File: src/rtl/imem_loader_if.sv
// Byte-stream link from the host/debug side into the program loader.
// master drives bytes, slave (the loader) returns byte_ready.
interface imem_loader_if;
  logic [7:0] byte_in;
  logic       byte_valid;
  logic       byte_ready;

  modport master (output byte_in, output byte_valid, input byte_ready);
  modport slave  (input byte_in, input byte_valid, output byte_ready);
endinterface

File: src/rtl/imem_loader.sv
// Boot loader: length byte + little-endian words -> imem write port; holds CPU until done.
// Optional trailing XOR checksum byte enabled by IMEM_LOADER_CHECKSUM_EN.
module imem_loader #(
  parameter int WORDS = 32
) (
  input  logic              clock,
  input  logic              reset_n,
  input  logic              start,
  imem_loader_if.slave      bs,
  output logic              RegWrite,
  output logic [31:0]       WriteReg,
  output logic [31:0]       WriteData,
  output logic              cpu_hold,
  output logic              done,
  output logic              error
);

  localparam int IW = $clog2(WORDS) + 1;

  typedef enum logic [2:0] {
    IDLE, LEN, DATA, WRITE, DONE, ERR
`ifdef IMEM_LOADER_CHECKSUM_EN
    , CHECK
`endif
  } state_t;

  state_t          state;
  logic [7:0]      len;
  logic [IW-1:0]   idx;
  logic [1:0]      bcnt;
  logic [23:0]     partial;
`ifdef IMEM_LOADER_CHECKSUM_EN
  logic [7:0]      csum;
`endif

  logic take;
  assign take = bs.byte_valid && bs.byte_ready;

  always_ff @(posedge clock or negedge reset_n) begin
    if (!reset_n) begin
      state         <= IDLE;
      len           <= '0;
      idx           <= '0;
      bcnt          <= '0;
      partial       <= '0;
      bs.byte_ready <= 1'b0;
      RegWrite      <= 1'b0;
      WriteReg      <= '0;
      WriteData     <= '0;
      cpu_hold      <= 1'b1;
      done          <= 1'b0;
      error         <= 1'b0;
`ifdef IMEM_LOADER_CHECKSUM_EN
      csum          <= '0;
`endif
    end else begin
      RegWrite <= 1'b0;
      case (state)
        IDLE: begin
          if (start) begin
            state         <= LEN;
            bs.byte_ready <= 1'b1;
`ifdef IMEM_LOADER_CHECKSUM_EN
            csum          <= '0;
`endif
          end
        end

        LEN: begin
          if (take) begin
            if (bs.byte_in == 8'd0 || {24'd0, bs.byte_in} > 32'(WORDS)) begin
              state         <= ERR;
              bs.byte_ready <= 1'b0;
              error         <= 1'b1;
            end else begin
              len   <= bs.byte_in;
              idx   <= '0;
              bcnt  <= '0;
              state <= DATA;
            end
          end
        end

        DATA: begin
          if (take) begin
            // Bytes arrive LSB first, so shifting right leaves byte k at [8k+7:8k].
            partial <= {bs.byte_in, partial[23:8]};
            bcnt    <= bcnt + 2'd1;
`ifdef IMEM_LOADER_CHECKSUM_EN
            csum    <= csum ^ bs.byte_in;
`endif
            if (bcnt == 2'd3) begin
              state         <= WRITE;
              bs.byte_ready <= 1'b0;
              RegWrite      <= 1'b1;
              WriteReg      <= 32'(idx);
              WriteData     <= {bs.byte_in, partial};
            end
          end
        end

        WRITE: begin
          if (32'(idx) + 32'd1 == 32'(len)) begin
`ifdef IMEM_LOADER_CHECKSUM_EN
            state         <= CHECK;
            bs.byte_ready <= 1'b1;
`else
            state         <= DONE;
            done          <= 1'b1;
            cpu_hold      <= 1'b0;
`endif
          end else begin
            // Only advance when another word follows, so idx stays below WORDS.
            idx           <= idx + 1'b1;
            state         <= DATA;
            bs.byte_ready <= 1'b1;
          end
        end

`ifdef IMEM_LOADER_CHECKSUM_EN
        CHECK: begin
          if (take) begin
            bs.byte_ready <= 1'b0;
            if (bs.byte_in == csum) begin
              state    <= DONE;
              done     <= 1'b1;
              cpu_hold <= 1'b0;
            end else begin
              state <= ERR;
              error <= 1'b1;
            end
          end
        end
`endif

        DONE: begin
          if (start) begin
            state         <= LEN;
            done          <= 1'b0;
            cpu_hold      <= 1'b1;
            bs.byte_ready <= 1'b1;
`ifdef IMEM_LOADER_CHECKSUM_EN
            csum          <= '0;
`endif
          end
        end

        ERR: begin
          if (start) begin
            state         <= LEN;
            error         <= 1'b0;
            bs.byte_ready <= 1'b1;
`ifdef IMEM_LOADER_CHECKSUM_EN
            csum          <= '0;
`endif
          end
        end

        default: begin
          state         <= IDLE;
          bs.byte_ready <= 1'b0;
        end
      endcase
    end
  end

endmodule

File: src/flat_wrapper.sv
// flat-port wrapper written by rule: the top's interface ports become plain ports
module imem_loader_flat 
#(
  parameter int WORDS = 32
)
  (clock, reset_n, start, RegWrite, WriteReg, WriteData, cpu_hold, done, error, bs_byte_in, bs_byte_valid, bs_byte_ready);
  imem_loader_if bs_i ();
  input  logic clock;
  input  logic reset_n;
  input  logic start;
  output logic RegWrite;
  output logic [31:0] WriteReg;
  output logic [31:0] WriteData;
  output logic cpu_hold;
  output logic done;
  output logic error;
  input wire logic [$bits(bs_i.byte_in)-1:0] bs_byte_in;
  input wire logic [$bits(bs_i.byte_valid)-1:0] bs_byte_valid;
  output wire logic [$bits(bs_i.byte_ready)-1:0] bs_byte_ready;
  assign bs_i.byte_in = bs_byte_in;
  assign bs_i.byte_valid = bs_byte_valid;
  assign bs_byte_ready = bs_i.byte_ready;
  imem_loader #(.WORDS(WORDS)) u_core (.clock(clock), .reset_n(reset_n), .start(start), .bs(bs_i), .RegWrite(RegWrite), .WriteReg(WriteReg), .WriteData(WriteData), .cpu_hold(cpu_hold), .done(done), .error(error));
endmodule
File: config.mk
export PLATFORM = sky130hd
export DESIGN_NAME = imem_loader_flat
export DESIGN_NICKNAME = d
export VERILOG_FILES = /design/src/rtl/imem_loader_if.sv /design/src/rtl/imem_loader.sv /design/src/flat_wrapper.sv
export SDC_FILE = /design/constraint.sdc
export NUM_CORES = 1
export LEC_CHECK = 0
export BUFFER_PORTS_ARGS = -buffer_cell sky130_fd_sc_hd__buf_2
export CORE_MARGIN = 2
export CORE_UTILIZATION = 25
export CTS_CLUSTER_DIAMETER = 60
export DETAILED_ROUTE_END_ITERATION = 16
export SLEW_MARGIN = 20
export SYNTH_ARGS = -nofsm -noshare
export SYNTH_HDL_FRONTEND = slang
export SYNTH_SLANG_ARGS = --single-unit
File: constraint.sdc
create_clock -name clock -period 2.65 [get_ports clock]
set_input_delay 0.3975 -clock clock [delete_from_list [all_inputs] [get_ports clock]]
set_output_delay 0.3975 -clock clock [all_outputs]
set_load 0.05 [all_outputs]
==> results.md <==
- Pre-Repair DR Iteration Count: 4
- Proportion of synthesized area in mux cells: 0.204
- Mapped cell area: 0.00383 mm2
- Setup Buffers After CTS: 0
- Peak supply drop: 0.372 mV
- TNS Setup: 0 ns
- Final Setup Violations: 0
- Antenna violations before repair: 0
- Vias in the first global route: 2308
- Share of layout cells above drive strength 1: 0.439
- HP Class: primary input to async pin
- Post-synth ARST share: 1.00
- Compound-Gate Fraction of Synth Area: 0.0653
- Wire length per cell: 14.1 um
- Max FO, Critical Path: 6
- DR vias: 2370
- Most frequent cells in the layout: dfrtp_1 (85), mux2_2 (64), buf_2 (53)
- Wire length on met2: 3.50 mm
- Critical path arrival: 2.44 ns
- Die H: 128 um
- Layout fillers: 1529
- Internal: 2.49 mW
- Max Freq: 0.447 GHz
- Most common cell after layout, fill and taps aside: dfrtp_1
- Met3 Routed Length: 355 um
- Remaining global-route overflow: 0
- Logic gate share of total power: 0.221
- Clock Power Share: 0.329
- Pins Over Slew Limit: 0
- Clk_skew: 0.00570 ns
- Register bit total from synthesis: 86
- Slew headroom: 0.596
- Gr usage total: 0.0968
- HPWL after detailed placement: 5.44 mm
- CTS tree: built
- Cell variety after synth: 47
- Largest family of logic cells by synthesized area: multiplexers
- ANT cells: 0
- Setup WS post-layout: 0.412 ns
- Worst-margin pin slew: 0.606 ns
- RSZ-0062 raised after global routing: false
- Sequential fraction of design power: 0.450
- CTS Buffer Depth: 2
- YS warnings: 0
- Register area share after synthesis: 0.562
- Fin crit share: 0.844
- Root buf cell: clkbuf_16
- Antenna Nets Post-Route: 0
- Simple-Gate Fraction of Synth Area: 0.0718
- Max-Cap Viols: 0
- Element type at the critical path end: register
- Post-cts resize count: 0
- Initial DRC count: 70
- Post-CTS Hold Buffers: 0
- Static Leakage: 2.36 nW
- Worst-path clk slew: 0.06 ns
- Met1 WL: 3.70 mm
- # clock sinks: 86
- Xor/xnor share of the synthesized area: 0.0183
- Mapped Cells: 292
- GP Congestion: 0.738
- Wirelength, routed: 7.65 mm
- Ports: 81
- WS Path Type: register to register
- Vias/cell: 4.36
- CP Data Required Time: 2.85 ns
- Status: completed
- DR top layer: met4
- Drc violations: 0
- CP startpoint kind: register
- First-pass GRT wire length: 12.4 mm
- Fin nets: 364
- Clock latency on the worst-skew pair: 0.33 ns
- Initial Util: 0.254
- Ys flop type: dfrtp_1
- H-tree Lvls: 3
- Switching Power: 1.19 mW
- Pin count of the biggest net entering global routing: 48
- Core ar.: 0.0151 mm2
- PD cells: 809 mW/mm2
- Switching portion of total power: 0.324
- CTS buffer count: 9
- Row cnt: 45
- PortBufs: 54
- Fin util: 0.302
- Area grow syn2layout: 18.8%
- Pre-CTS setup slack: 0.191 ns
- Post-layout min period: 2.24 ns
- Syn avg cell area: 13.1 um2
- Area of the die: 0.0163 mm2
- Endpoints failing hold: 0
- Synth Area in Adders: 0.00653
- Number of synthesized flops with an enable pin: 0
- Chip Width: 128 um
[area by class of cell]
type                    instances  area [um2]  share of cell area
flip-flops and latches         86        2150               0.473
clock buffers                  11         253              0.0555
multi-input cells             188        1510               0.331
repair buffers                 60         343              0.0753
clock inverters                 5        41.3             0.00907
inverters                       5        18.8             0.00412
well taps                     188         235              0.0517
[path summary, 6_finish.rpt]
| path | to | slack, ns | cells after the start | start |
|---|---|---|---|---|
| setup / recovery | u_core.bs.byte_ready | 0.41 | 7 | u_core.idx[0] |
| hold / removal | u_core.idx[1] | 0.08 | 1 | reset_n |
| setup reg to reg | u_core.bs.byte_ready | 0.41 | 7 | u_core.idx[0] |
| hold reg to reg | u_core.WriteData[23] | 0.50 | 1 | u_core.WriteData[23] |
| max in group asynchronous | u_core.partial[19] | 1.94 | 2 | reset_n |
| min in group clock | u_core.partial[17] | 0.34 | 2 | bs_byte_in[1] |
[sequential cells by signal, summed over array words and instances, names as in the netlist]
register              count
u_core.len                8
u_core.WriteData         32
u_core.WriteReg           6
u_core.cpu_hold           1
u_core.idx                6
u_core.error              1
u_core.partial           24
u_core.bs.byte_ready      1
u_core.state              3
u_core.bcnt               2
u_core.RegWrite           1
u_core.done               1
[cells by family (layout without fill, tap and decap cells)]
kind of cell / Yosys count / after routing
flops: 86 / 86
fa+ha+maj: 2 / 2
mux: 68 / 68
simple gates: 48 / 48
compound gates: 36 / 36
other cells: 1 / 26
xor+xnor: 8 / 8
buf+inv: 43 / 81
[stage by stage]
stage / area, um2 / std cells / hold WS, ns / power, mW
after floorplan: 3930 / 317 / 0.102 / 2.30
after global placement: 4260 / 527 / 0.454 / 2.47
after detailed placement: 4260 / 527 / 0.455 / 2.50
after CTS: 4550 / 543 / 0.0923 / 3.72
after global routing: 4550 / 543 / 0.127 / 3.89
final: 4550 / 543 / 0.0752 / 3.68
[metal layers]
| layer | global-route usage | vias to the layer above |
|---|---|---|
| met1 | 0.135 | 1169 |
| met4 | 0.0356 | 0 |
| met5 | 0 | - |
| met3 | 0.0196 | 9 |
| li1 | - | 1104 |
| met2 | 0.148 | 88 |
[power groups by stage]
| stage | Clock [mW] | Combinational [mW] | Sequential (mW) |
|---|---|---|---|
| final | 1.21 | 0.813 | 1.66 |
| after detailed placement | 0 | 0.813 | 1.68 |
| after global placement | 0 | 0.798 | 1.68 |
| after floorplan | 0 | 0.582 | 1.72 |
| after global routing | 1.30 | 0.910 | 1.68 |
| after CTS | 1.25 | 0.818 | 1.66 |
[synthesized netlist by cell type, types with 2 or more instances]
master	number	area (um2)
mux2_2	64	721
buf_2	2	10.0
nand3_1	4	20.0
nor2_1	9	33.8
nor3b_1	2	15.0
a21oi_1	5	25.0
a21o_1	4	30.0
xor2_1	2	17.5
nor3_1	8	40.0
nand4_1	2	12.5
nand2b_1	2	12.5
nor2b_1	2	12.5
a31oi_1	4	25.0
o21ai_0	7	35.0
nand2_1	9	33.8
mux2_4	4	60.1
buf_4	27	203
xnor2_1	6	52.6
dfrtp_1	85	2130
inv_1	5	18.8
o21a_1	2	15.0
a22o_2	2	20.0
or4_1	2	15.0
and2_2	2	15.0
clkbuf_1	8	30.0
ha_1	2	25.0
[critical path, stage by stage (launching register included)]
cell     delay [ns]
dfrtp_1        0.44
ha_1           0.35
xor2_1         0.15
nor3_1         0.20
nand4_1        0.18
or4_1          0.60
nor2_1         0.13
nor3_1         0.05
No activity file was read; power rests on OpenSTA's default activity.
